$ cat src/rtl/cpu_defs_pkg.sv
// Shared CPU encodings: ALU control codes and the MIPS opcode/funct values the ID stage decodes.
package cpu_defs_pkg;

  localparam logic [4:0] ALUC_NOP  = 5'd0;
  localparam logic [4:0] ALUC_ADD  = 5'd1;
  localparam logic [4:0] ALUC_SUB  = 5'd2;
  localparam logic [4:0] ALUC_AND  = 5'd3;
  localparam logic [4:0] ALUC_OR   = 5'd4;
  localparam logic [4:0] ALUC_XOR  = 5'd5;
  localparam logic [4:0] ALUC_SLL  = 5'd6;
  localparam logic [4:0] ALUC_SRL  = 5'd7;
  localparam logic [4:0] ALUC_SRA  = 5'd8;
  localparam logic [4:0] ALUC_ADDI = 5'd10;
  localparam logic [4:0] ALUC_ANDI = 5'd11;
  localparam logic [4:0] ALUC_ORI  = 5'd12;
  localparam logic [4:0] ALUC_XORI = 5'd13;
  localparam logic [4:0] ALUC_LW   = 5'd14;
  localparam logic [4:0] ALUC_SW   = 5'd15;
  localparam logic [4:0] ALUC_BEQ  = 5'd16;
  localparam logic [4:0] ALUC_BNE  = 5'd17;
  localparam logic [4:0] ALUC_LUI  = 5'd18;

  localparam logic [5:0] OP_RTYPE = 6'h00;
  localparam logic [5:0] OP_BEQ   = 6'h04;
  localparam logic [5:0] OP_BNE   = 6'h05;
  localparam logic [5:0] OP_ADDI  = 6'h08;
  localparam logic [5:0] OP_ADDIU = 6'h09;
  localparam logic [5:0] OP_ANDI  = 6'h0C;
  localparam logic [5:0] OP_ORI   = 6'h0D;
  localparam logic [5:0] OP_XORI  = 6'h0E;
  localparam logic [5:0] OP_LUI   = 6'h0F;
  localparam logic [5:0] OP_LW    = 6'h23;
  localparam logic [5:0] OP_SW    = 6'h2B;

  localparam logic [5:0] FUNCT_SLL  = 6'h00;
  localparam logic [5:0] FUNCT_SRL  = 6'h02;
  localparam logic [5:0] FUNCT_SRA  = 6'h03;
  localparam logic [5:0] FUNCT_ADD  = 6'h20;
  localparam logic [5:0] FUNCT_ADDU = 6'h21;
  localparam logic [5:0] FUNCT_SUB  = 6'h22;
  localparam logic [5:0] FUNCT_SUBU = 6'h23;
  localparam logic [5:0] FUNCT_AND  = 6'h24;
  localparam logic [5:0] FUNCT_OR   = 6'h25;
  localparam logic [5:0] FUNCT_XOR  = 6'h26;

endpackage

$ cat src/rtl/id_decode_stage_if.sv
// IF/ID-side inputs and ID/EX-side outputs of the decode stage; illegal-trap signals exist only
// when ILLEGAL_TRAP_EN is defined.
interface id_decode_stage_if #(
  parameter int DATA_W = 32,
  parameter int REG_AW = 5,
  parameter int ALUC_W = 5
) ();
  logic              id_valid;
  logic [DATA_W-1:0] id_instr;
  logic [DATA_W-1:0] id_pc;
  logic [DATA_W-1:0] rs_data;
  logic [DATA_W-1:0] rt_data;
  logic              ex_ready;

  logic              id_stall;
  logic              br_taken;
  logic [DATA_W-1:0] br_target;
  logic              ex_valid;
  logic [ALUC_W-1:0] ex_aluc;
  logic [DATA_W-1:0] ex_data1;
  logic [DATA_W-1:0] ex_data2;
  logic [DATA_W-1:0] ex_store;
  logic              ex_wreg;
  logic [REG_AW-1:0] ex_waddr;
  logic              ex_mem_rd;
  logic              ex_mem_wr;
`ifdef ILLEGAL_TRAP_EN
  logic              illegal_flag;
  logic [DATA_W-1:0] illegal_pc;
`endif

  modport master (
    output id_valid, id_instr, id_pc, rs_data, rt_data, ex_ready,
    input  id_stall, br_taken, br_target, ex_valid, ex_aluc, ex_data1, ex_data2,
           ex_store, ex_wreg, ex_waddr, ex_mem_rd, ex_mem_wr
`ifdef ILLEGAL_TRAP_EN
           , illegal_flag, illegal_pc
`endif
  );

  modport slave (
    input  id_valid, id_instr, id_pc, rs_data, rt_data, ex_ready,
    output id_stall, br_taken, br_target, ex_valid, ex_aluc, ex_data1, ex_data2,
           ex_store, ex_wreg, ex_waddr, ex_mem_rd, ex_mem_wr
`ifdef ILLEGAL_TRAP_EN
           , illegal_flag, illegal_pc
`endif
  );
endinterface

$ cat src/rtl/id_hazard_unit.sv
// Load-use detection against the instruction sitting in ID/EX, plus stall and issue generation.
module id_hazard_unit #(
  parameter int REG_AW = 5
) (
  input  logic              id_valid,
  input  logic              ex_ready,
  input  logic              use_rs,
  input  logic              use_rt,
  input  logic [REG_AW-1:0] rs_addr,
  input  logic [REG_AW-1:0] rt_addr,
  input  logic              ex_valid,
  input  logic              ex_mem_rd,
  input  logic [REG_AW-1:0] ex_waddr,
  output logic              id_stall,
  output logic              issue
);
  logic rs_hit, rt_hit, load_use;

  assign rs_hit   = use_rs && (rs_addr == ex_waddr);
  assign rt_hit   = use_rt && (rt_addr == ex_waddr);
  // The bubble clears ex_mem_rd, so this can only fire for one cycle per load.
  assign load_use = id_valid && ex_valid && ex_mem_rd && (ex_waddr != '0) && (rs_hit || rt_hit);

  assign id_stall = !ex_ready || load_use;
  assign issue    = id_valid && !id_stall;
endmodule

$ cat src/rtl/id_decode_stage.sv
// MIPS ID stage: decode to aluc/operands, early beq/bne resolution, load-use stall, ID/EX register.
// Optional ILLEGAL_TRAP_EN adds a sticky illegal-opcode flag and the PC of the first offender.
module id_decode_stage
  import cpu_defs_pkg::*;
#(
  parameter int DATA_W = 32,
  parameter int REG_AW = 5,
  parameter int ALUC_W = 5
) (
  input  logic              clk,
  input  logic              rst,
  id_decode_stage_if.slave  bus
);
  logic [5:0]        op, funct;
  logic [4:0]        rs, rt, rd, shamt;
  logic [15:0]       imm;
  logic [DATA_W-1:0] imm_sext, imm_zext, shamt_ext, br_off;

  assign op        = bus.id_instr[31:26];
  assign rs        = bus.id_instr[25:21];
  assign rt        = bus.id_instr[20:16];
  assign rd        = bus.id_instr[15:11];
  assign shamt     = bus.id_instr[10:6];
  assign funct     = bus.id_instr[5:0];
  assign imm       = bus.id_instr[15:0];
  assign imm_sext  = {{(DATA_W-16){imm[15]}}, imm};
  assign imm_zext  = {{(DATA_W-16){1'b0}}, imm};
  assign shamt_ext = {{(DATA_W-5){1'b0}}, shamt};
  assign br_off    = {{(DATA_W-18){imm[15]}}, imm, 2'b00};

  logic [ALUC_W-1:0] dec_aluc;
  logic [DATA_W-1:0] dec_d1, dec_d2;
  logic [REG_AW-1:0] dest, dec_waddr;
  logic              wr_en, dec_wreg, dec_mrd, dec_mwr, use_rs, use_rt, dec_illegal;

  always_comb begin
    dec_aluc    = ALUC_NOP;
    dec_d1      = bus.rs_data;
    dec_d2      = bus.rt_data;
    dest        = '0;
    wr_en       = 1'b0;
    dec_mrd     = 1'b0;
    dec_mwr     = 1'b0;
    use_rs      = 1'b0;
    use_rt      = 1'b0;
    dec_illegal = 1'b0;
    // The all-zero word is the canonical nop, not "sll $0,$0,0".
    if (bus.id_instr != '0) begin
      case (op)
        OP_RTYPE: begin
          dest   = rd;
          wr_en  = 1'b1;
          use_rs = 1'b1;
          use_rt = 1'b1;
          case (funct)
            FUNCT_ADD, FUNCT_ADDU: dec_aluc = ALUC_ADD;
            FUNCT_SUB, FUNCT_SUBU: dec_aluc = ALUC_SUB;
            FUNCT_AND:             dec_aluc = ALUC_AND;
            FUNCT_OR:              dec_aluc = ALUC_OR;
            FUNCT_XOR:             dec_aluc = ALUC_XOR;
            FUNCT_SLL, FUNCT_SRL, FUNCT_SRA: begin
              dec_aluc = (funct == FUNCT_SLL) ? ALUC_SLL :
                         (funct == FUNCT_SRL) ? ALUC_SRL : ALUC_SRA;
              dec_d1   = shamt_ext;
              use_rs   = 1'b0;
            end
            default: begin
              wr_en       = 1'b0;
              use_rs      = 1'b0;
              use_rt      = 1'b0;
              dec_illegal = 1'b1;
            end
          endcase
        end
        OP_ADDI, OP_ADDIU: begin
          dec_aluc = ALUC_ADDI;
          dec_d2   = imm_sext;
          dest     = rt;
          wr_en    = 1'b1;
          use_rs   = 1'b1;
        end
        OP_ANDI, OP_ORI, OP_XORI: begin
          dec_aluc = (op == OP_ANDI) ? ALUC_ANDI :
                     (op == OP_ORI)  ? ALUC_ORI  : ALUC_XORI;
          dec_d2   = imm_zext;
          dest     = rt;
          wr_en    = 1'b1;
          use_rs   = 1'b1;
        end
        OP_LW: begin
          dec_aluc = ALUC_LW;
          dec_d2   = imm_sext;
          dest     = rt;
          wr_en    = 1'b1;
          dec_mrd  = 1'b1;
          use_rs   = 1'b1;
        end
        OP_SW: begin
          dec_aluc = ALUC_SW;
          dec_d2   = imm_sext;
          dec_mwr  = 1'b1;
          use_rs   = 1'b1;
          use_rt   = 1'b1;
        end
        OP_BEQ, OP_BNE: begin
          dec_aluc = (op == OP_BEQ) ? ALUC_BEQ : ALUC_BNE;
          use_rs   = 1'b1;
          use_rt   = 1'b1;
        end
        OP_LUI: begin
          dec_aluc = ALUC_LUI;
          dec_d2   = imm_zext;
          dest     = rt;
          wr_en    = 1'b1;
        end
        default: dec_illegal = 1'b1;
      endcase
    end
  end

  // $0 is never a real destination; keep waddr clean when nothing is written.
  assign dec_wreg  = wr_en && (dest != '0);
  assign dec_waddr = dec_wreg ? dest : '0;

  logic              ex_valid_q, ex_wreg_q, ex_mrd_q, ex_mwr_q;
  logic [ALUC_W-1:0] ex_aluc_q;
  logic [DATA_W-1:0] ex_d1_q, ex_d2_q, ex_st_q;
  logic [REG_AW-1:0] ex_waddr_q;
  logic              id_stall, issue;

  id_hazard_unit #(.REG_AW(REG_AW)) u_hazard (
    .id_valid  (bus.id_valid),
    .ex_ready  (bus.ex_ready),
    .use_rs    (use_rs),
    .use_rt    (use_rt),
    .rs_addr   (rs),
    .rt_addr   (rt),
    .ex_valid  (ex_valid_q),
    .ex_mem_rd (ex_mrd_q),
    .ex_waddr  (ex_waddr_q),
    .id_stall  (id_stall),
    .issue     (issue)
  );

  always_ff @(posedge clk or negedge rst) begin
    if (!rst) begin
      ex_valid_q <= 1'b0;
      ex_aluc_q  <= '0;
      ex_d1_q    <= '0;
      ex_d2_q    <= '0;
      ex_st_q    <= '0;
      ex_wreg_q  <= 1'b0;
      ex_waddr_q <= '0;
      ex_mrd_q   <= 1'b0;
      ex_mwr_q   <= 1'b0;
    end else if (bus.ex_ready) begin
      // Not issuing (empty slot or load-use) loads an all-zero bubble.
      ex_valid_q <= issue;
      ex_aluc_q  <= issue ? dec_aluc    : '0;
      ex_d1_q    <= issue ? dec_d1      : '0;
      ex_d2_q    <= issue ? dec_d2      : '0;
      ex_st_q    <= issue ? bus.rt_data : '0;
      ex_wreg_q  <= issue && dec_wreg;
      ex_waddr_q <= issue ? dec_waddr   : '0;
      ex_mrd_q   <= issue && dec_mrd;
      ex_mwr_q   <= issue && dec_mwr;
    end
  end

  assign bus.id_stall  = id_stall;
  assign bus.br_taken  = issue && (((dec_aluc == ALUC_BEQ) && (bus.rs_data == bus.rt_data)) ||
                                   ((dec_aluc == ALUC_BNE) && (bus.rs_data != bus.rt_data)));
  assign bus.br_target = bus.id_pc + DATA_W'(4) + br_off;
  assign bus.ex_valid  = ex_valid_q;
  assign bus.ex_aluc   = ex_aluc_q;
  assign bus.ex_data1  = ex_d1_q;
  assign bus.ex_data2  = ex_d2_q;
  assign bus.ex_store  = ex_st_q;
  assign bus.ex_wreg   = ex_wreg_q;
  assign bus.ex_waddr  = ex_waddr_q;
  assign bus.ex_mem_rd = ex_mrd_q;
  assign bus.ex_mem_wr = ex_mwr_q;

`ifdef ILLEGAL_TRAP_EN
  logic              ill_flag_q;
  logic [DATA_W-1:0] ill_pc_q;

  // Only an issued instruction counts, so a stalled offender is not recorded twice or early.
  always_ff @(posedge clk or negedge rst) begin
    if (!rst) begin
      ill_flag_q <= 1'b0;
      ill_pc_q   <= '0;
    end else if (issue && dec_illegal && !ill_flag_q) begin
      ill_flag_q <= 1'b1;
      ill_pc_q   <= bus.id_pc;
    end
  end

  assign bus.illegal_flag = ill_flag_q;
  assign bus.illegal_pc   = ill_pc_q;
`else
  logic unused_illegal;
  assign unused_illegal = dec_illegal;
`endif
endmodule

$ cat src/flat_wrapper.sv
// flat-port wrapper written by rule: the top's interface ports become plain ports
module id_decode_stage_flat import cpu_defs_pkg::*;
#(
  parameter int DATA_W = 32,
  parameter int REG_AW = 5,
  parameter int ALUC_W = 5
)
  (clk, rst, bus_id_valid, bus_id_instr, bus_id_pc, bus_rs_data, bus_rt_data, bus_ex_ready, bus_id_stall, bus_br_taken, bus_br_target, bus_ex_valid, bus_ex_aluc, bus_ex_data1, bus_ex_data2, bus_ex_store, bus_ex_wreg, bus_ex_waddr, bus_ex_mem_rd, bus_ex_mem_wr);
  id_decode_stage_if #(.DATA_W(DATA_W), .REG_AW(REG_AW), .ALUC_W(ALUC_W)) bus_i ();
  input  logic clk;
  input  logic rst;
  input wire logic [$bits(bus_i.id_valid)-1:0] bus_id_valid;
  input wire logic [$bits(bus_i.id_instr)-1:0] bus_id_instr;
  input wire logic [$bits(bus_i.id_pc)-1:0] bus_id_pc;
  input wire logic [$bits(bus_i.rs_data)-1:0] bus_rs_data;
  input wire logic [$bits(bus_i.rt_data)-1:0] bus_rt_data;
  input wire logic [$bits(bus_i.ex_ready)-1:0] bus_ex_ready;
  output wire logic [$bits(bus_i.id_stall)-1:0] bus_id_stall;
  output wire logic [$bits(bus_i.br_taken)-1:0] bus_br_taken;
  output wire logic [$bits(bus_i.br_target)-1:0] bus_br_target;
  output wire logic [$bits(bus_i.ex_valid)-1:0] bus_ex_valid;
  output wire logic [$bits(bus_i.ex_aluc)-1:0] bus_ex_aluc;
  output wire logic [$bits(bus_i.ex_data1)-1:0] bus_ex_data1;
  output wire logic [$bits(bus_i.ex_data2)-1:0] bus_ex_data2;
  output wire logic [$bits(bus_i.ex_store)-1:0] bus_ex_store;
  output wire logic [$bits(bus_i.ex_wreg)-1:0] bus_ex_wreg;
  output wire logic [$bits(bus_i.ex_waddr)-1:0] bus_ex_waddr;
  output wire logic [$bits(bus_i.ex_mem_rd)-1:0] bus_ex_mem_rd;
  output wire logic [$bits(bus_i.ex_mem_wr)-1:0] bus_ex_mem_wr;
  assign bus_i.id_valid = bus_id_valid;
  assign bus_i.id_instr = bus_id_instr;
  assign bus_i.id_pc = bus_id_pc;
  assign bus_i.rs_data = bus_rs_data;
  assign bus_i.rt_data = bus_rt_data;
  assign bus_i.ex_ready = bus_ex_ready;
  assign bus_id_stall = bus_i.id_stall;
  assign bus_br_taken = bus_i.br_taken;
  assign bus_br_target = bus_i.br_target;
  assign bus_ex_valid = bus_i.ex_valid;
  assign bus_ex_aluc = bus_i.ex_aluc;
  assign bus_ex_data1 = bus_i.ex_data1;
  assign bus_ex_data2 = bus_i.ex_data2;
  assign bus_ex_store = bus_i.ex_store;
  assign bus_ex_wreg = bus_i.ex_wreg;
  assign bus_ex_waddr = bus_i.ex_waddr;
  assign bus_ex_mem_rd = bus_i.ex_mem_rd;
  assign bus_ex_mem_wr = bus_i.ex_mem_wr;
  id_decode_stage #(.DATA_W(DATA_W), .REG_AW(REG_AW), .ALUC_W(ALUC_W)) u_core (.clk(clk), .rst(rst), .bus(bus_i));
endmodule
$ cat config.mk
export PLATFORM = sky130hd
export DESIGN_NAME = id_decode_stage_flat
export DESIGN_NICKNAME = d
export VERILOG_FILES = /design/src/rtl/cpu_defs_pkg.sv /design/src/rtl/id_decode_stage_if.sv /design/src/rtl/id_hazard_unit.sv /design/src/rtl/id_decode_stage.sv /design/src/flat_wrapper.sv
export SDC_FILE = /design/constraint.sdc
export NUM_CORES = 1
export LEC_CHECK = 0
export ABC_AREA = 1
export BUFFER_PORTS_ARGS = -buffer_cell sky130_fd_sc_hd__buf_4
export CORE_UTILIZATION = 40
export CTS_BUF_LIST = sky130_fd_sc_hd__clkbuf_4
export CTS_CLUSTER_DIAMETER = 50
export DETAILED_ROUTE_END_ITERATION = 8
export PLACE_DENSITY = 0.67
export SYNTH_ARGS = -nofsm -noshare
export SYNTH_HDL_FRONTEND = slang
export SYNTH_SLANG_ARGS = --single-unit
$ cat constraint.sdc
create_clock -name clk -period 2.8 [get_ports clk]
set_clock_uncertainty 0.1 [all_clocks]
set_input_delay 0.42 -clock clk [delete_from_list [all_inputs] [get_ports clk]]
set_output_delay 0.42 -clock clk [all_outputs]
set_load 0.03 [all_outputs]
==> flow_summary_export.csv <==
group,metric,value,unit
run_status,status,"complete, but fails checks",
run_status,violations,"negative setup slack",
global_route,grt_overflow,0,
global_route,grt_pass1_vias,8329,
place,hpwl,20230,µm
floorplan,die_h,139.8,µm
power,ir_worst_vdd,0.3127,mV
synthesis,ys_ff_latch,110,
worst_setup_path,path_common_cell,"nand2_1",
routing,ant_nets,0,
clocking,cts.sinks,110,
clocking,cts_buffers,9,
routing,drtPass1Iterations,5,
sta,fin_ws,-0.2308,ns
place,portBuffers,271,
routing,wl_per_cell,17.70,µm
sta,min_period,3.031,ns
floorplan,dieWidth,139.8,µm
finish,seq_area,2753,µm²
clocking,cts_tree,"built",
floorplan,ioPinCount,276,
finish,layout_commonest_cell,"buf_4",
worst_setup_path,worstPathRequired,2.28,ns
floorplan,initial_utilization,40.74,%
synthesis,netlist_instances,1031,
finish,drive_above_1_share,43.50,%
routing,dr_total_vias,8529,
finish,fillers,1554,
synthesis,syn-cell-area,7595,µm²
sta,relSlewSlack,22.84,%
sta,worst_pin_slew,1.157,ns
floorplan,rows,50,
finish,finalNetCount,1585,
synthesis,syn_nets,1221,
sta,min_period_over_period,108.2,%
worst_setup_path,slowest_delay,0.29,ns
global_route,grtUsageTotal,27.88,%
sta,setup_tns,-0.5858,ns
hold_path,hold_path_class,"input port to flip-flop",
worst_setup_path,worstSetupEndpointType,"output pin",
global_route,grt_max_degree,109,
sta,hold_viol,0,
power,p_per_area,445.1,nW/µm²
sta,fmax,329.9,MHz
clocking,clkLatencyLatePin,0.49,ns
floorplan,core,18640,µm²
clocking,h-tree-depth,3,
place,gp_congestion,0.8995,
worst_setup_path,cp_slowest_cell,"ha_4",
global_route,grt_pass1_wl,43300,µm
synthesis,yosys.area.top_type,"dfrtp_1",
worst_setup_path,path_cells,"buf_16 -> ha_4 -> ha_4 -> nand2_1 -> buf_4 -> nor2_2 -> nand2_1 -> nand3b_1 -> o211ai_1 -> nand2_1 -> nand2_1 -> buf_6",
synthesis,synth_area_per_cell,7.366,µm²
synthesis,ys_warn_count,0,
finish,area_delta_synth_final,59.74,%
global_route,antenna_found_initial,2,
synthesis,yosysUniqueCellTypes,41,
routing,drc,0,
floorplan,die_area,19540,µm²
worst_setup_path,crit_type,"input port to output pin",
sta,setup_viol,5,
place,dp_slack,-0.2963,ns
worst_setup_path,start_kind,"input port",
synthesis,synth_top_area_share,36.24,%
clocking,path_clk_slew,0.19,ns
finish,multiInputGateArea,5595,µm²
run,max_cap_violations,0,
routing,dr.first_iter.drc_count,457,
routing,vias_per_cell,5.213,
power,p_leak,6.090,nW
routing,wl,28960,µm
synthesis,synth_area_leaders,"dfrtp_1 (36%), nand2_1 (18%), ha_1 (9.4%)",
clocking,clockRootBuffer,"clkbuf_4",
worst_setup_path,cp_data_arrival_time,2.51,ns
synthesis,ys_seq_area_share,36.24,%
sta,rsz0062_at_grt,"true",
sta,slew_viol_final,0,
finish,layout.cells.most_common_list,"buf_4 (361), nand2_1 (344), dfrtp_1 (110)",
clocking,clockBufferDepth,2,
worst_setup_path,path_max_fanout,13,
==> per-stage QoR <==
step	total power, W	hold slack [ns]	std cells	util (%)	instance area, µm²
floorplan	0.003012	0.02441	1031	-	7661
global placement	0.004034	0.1308	1609	56.99	10620
detailed placement	0.004051	0.1306	1609	56.99	10620
CTS	0.005218	0.0009702	1634	62.66	11680
global route	0.005659	0.0003185	1636	65.07	12130
finish	0.005400	0.04656	1636	65.07	12130
==> repair_timing <==
item	CTS	global route
hold buffers	3	0
pin swaps	30	60
setup buffers	6	2
gates resized for setup	129	101
hold endpoints to repair	112	0
endpoints found under the setup margin	20	20
==> worst max-delay path: cells and delay by family <==
kind                     cells  cell delay, ns
buffers and inverters        3            0.47
AO/OA/AOI/OAI                1            0.17
AND/OR/NAND/NOR              6            0.91
adder cells (fa/ha/maj)      2            0.53
==> final timing paths <==
kind                                          from                      end  slack, ns  cells past startpoint
max                               bus_id_instr[15]        bus_br_target[28]      -0.23                     12
min                                bus_rt_data[21]  u_core.bus.ex_store[21]       0.05                      3
max reg2reg                 u_core.bus.ex_waddr[3]   u_core.bus.ex_data2[8]       0.63                     10
min reg2reg                u_core.bus.ex_store[27]  u_core.bus.ex_store[27]       0.40                      2
max in group asynchronous                      rst   u_core.bus.ex_waddr[3]       1.70                      3
min in group asynchronous                      rst  u_core.bus.ex_data1[24]       0.13                      2
==> cells by family after synthesis <==
logic type      count (synthesis)  synth area share [%]
buf+inv                       109                 6.425
flops                         110                 36.24
xor+xnor                       56                 6.458
compound gates                178                 12.93
fa+ha+maj                      58                 9.654
simple gates                  520                 28.29
==> report_power, final <==
group          internal (W)  switching [W]  leakage (nW)  total [W]
Clock              0.000298       0.000573        0.0804   0.000871
Combinational       0.00119        0.00156          4.57    0.00275
Sequential          0.00171      0.0000693          1.44    0.00178
==> registers in the layout (all words and copies together) (netlist names), 5 cells and up <==
signal	flops
u_core.bus.ex_data1	32
u_core.bus.ex_data2	32
u_core.bus.ex_aluc	5
u_core.bus.ex_waddr	5
u_core.bus.ex_store	32
==> synth_stat cells <==
cell type and number:
o21bai_2 2, nand3_4 1, or2_0 1, nor4_1 2, and2_1 1, dfrtp_1 110, a221oi_1 1, xor2_1 30
ha_1 57, nand4_1 13, nand3b_1 4, fa_1 1, nand2_2 2, xnor2_1 26, o21bai_1 3, nand3_2 1
a21o_1 2, clkbuf_1 13, a211oi_1 3, o21ai_0 106, o211ai_1 4, o21a_1 1, nor2_2 3, nor3_1 14
nor2_4 1, a22oi_1 2, o2111ai_1 1, a21boi_0 2, inv_2 5, nor2_1 60, inv_1 70, nand2_1 365
o21ai_1 8, nand3_1 39, buf_2 9, buf_6 6, a21oi_1 34, buf_4 6, or2_2 13, a31oi_1 2
o21ai_2 7
==> layer usage <==
layer | part of all wire [%] | global-route usage [%] | vias to the layer above | routed length, µm
li1 | - | - | 4078 | -
met3 | 5.8 | 4.370 | 60 | 1689
met5 | 0 | 0 | - | 0
met2 | 49 | 48.71 | 356 | 14340
met1 | 42 | 35.58 | 4035 | 12120
met4 | 2.8 | 7.577 | 0 | 820
==> final cells by class <==
| class | count | share of cell area (%) |
|---|---|---|
| Antenna cell | 2 | 0.04125 |
| Clock buffer | 10 | 0.6188 |
| Clock inverter | 6 | 0.6601 |
| Inverter | 75 | 2.351 |
| Multi-Input combinational cell | 812 | 46.12 |
| Sequential cell | 110 | 22.69 |
| Tap cell | 234 | 2.413 |
| Timing Repair Buffer | 387 | 25.10 |
Power figures use the tool's default switching activity.
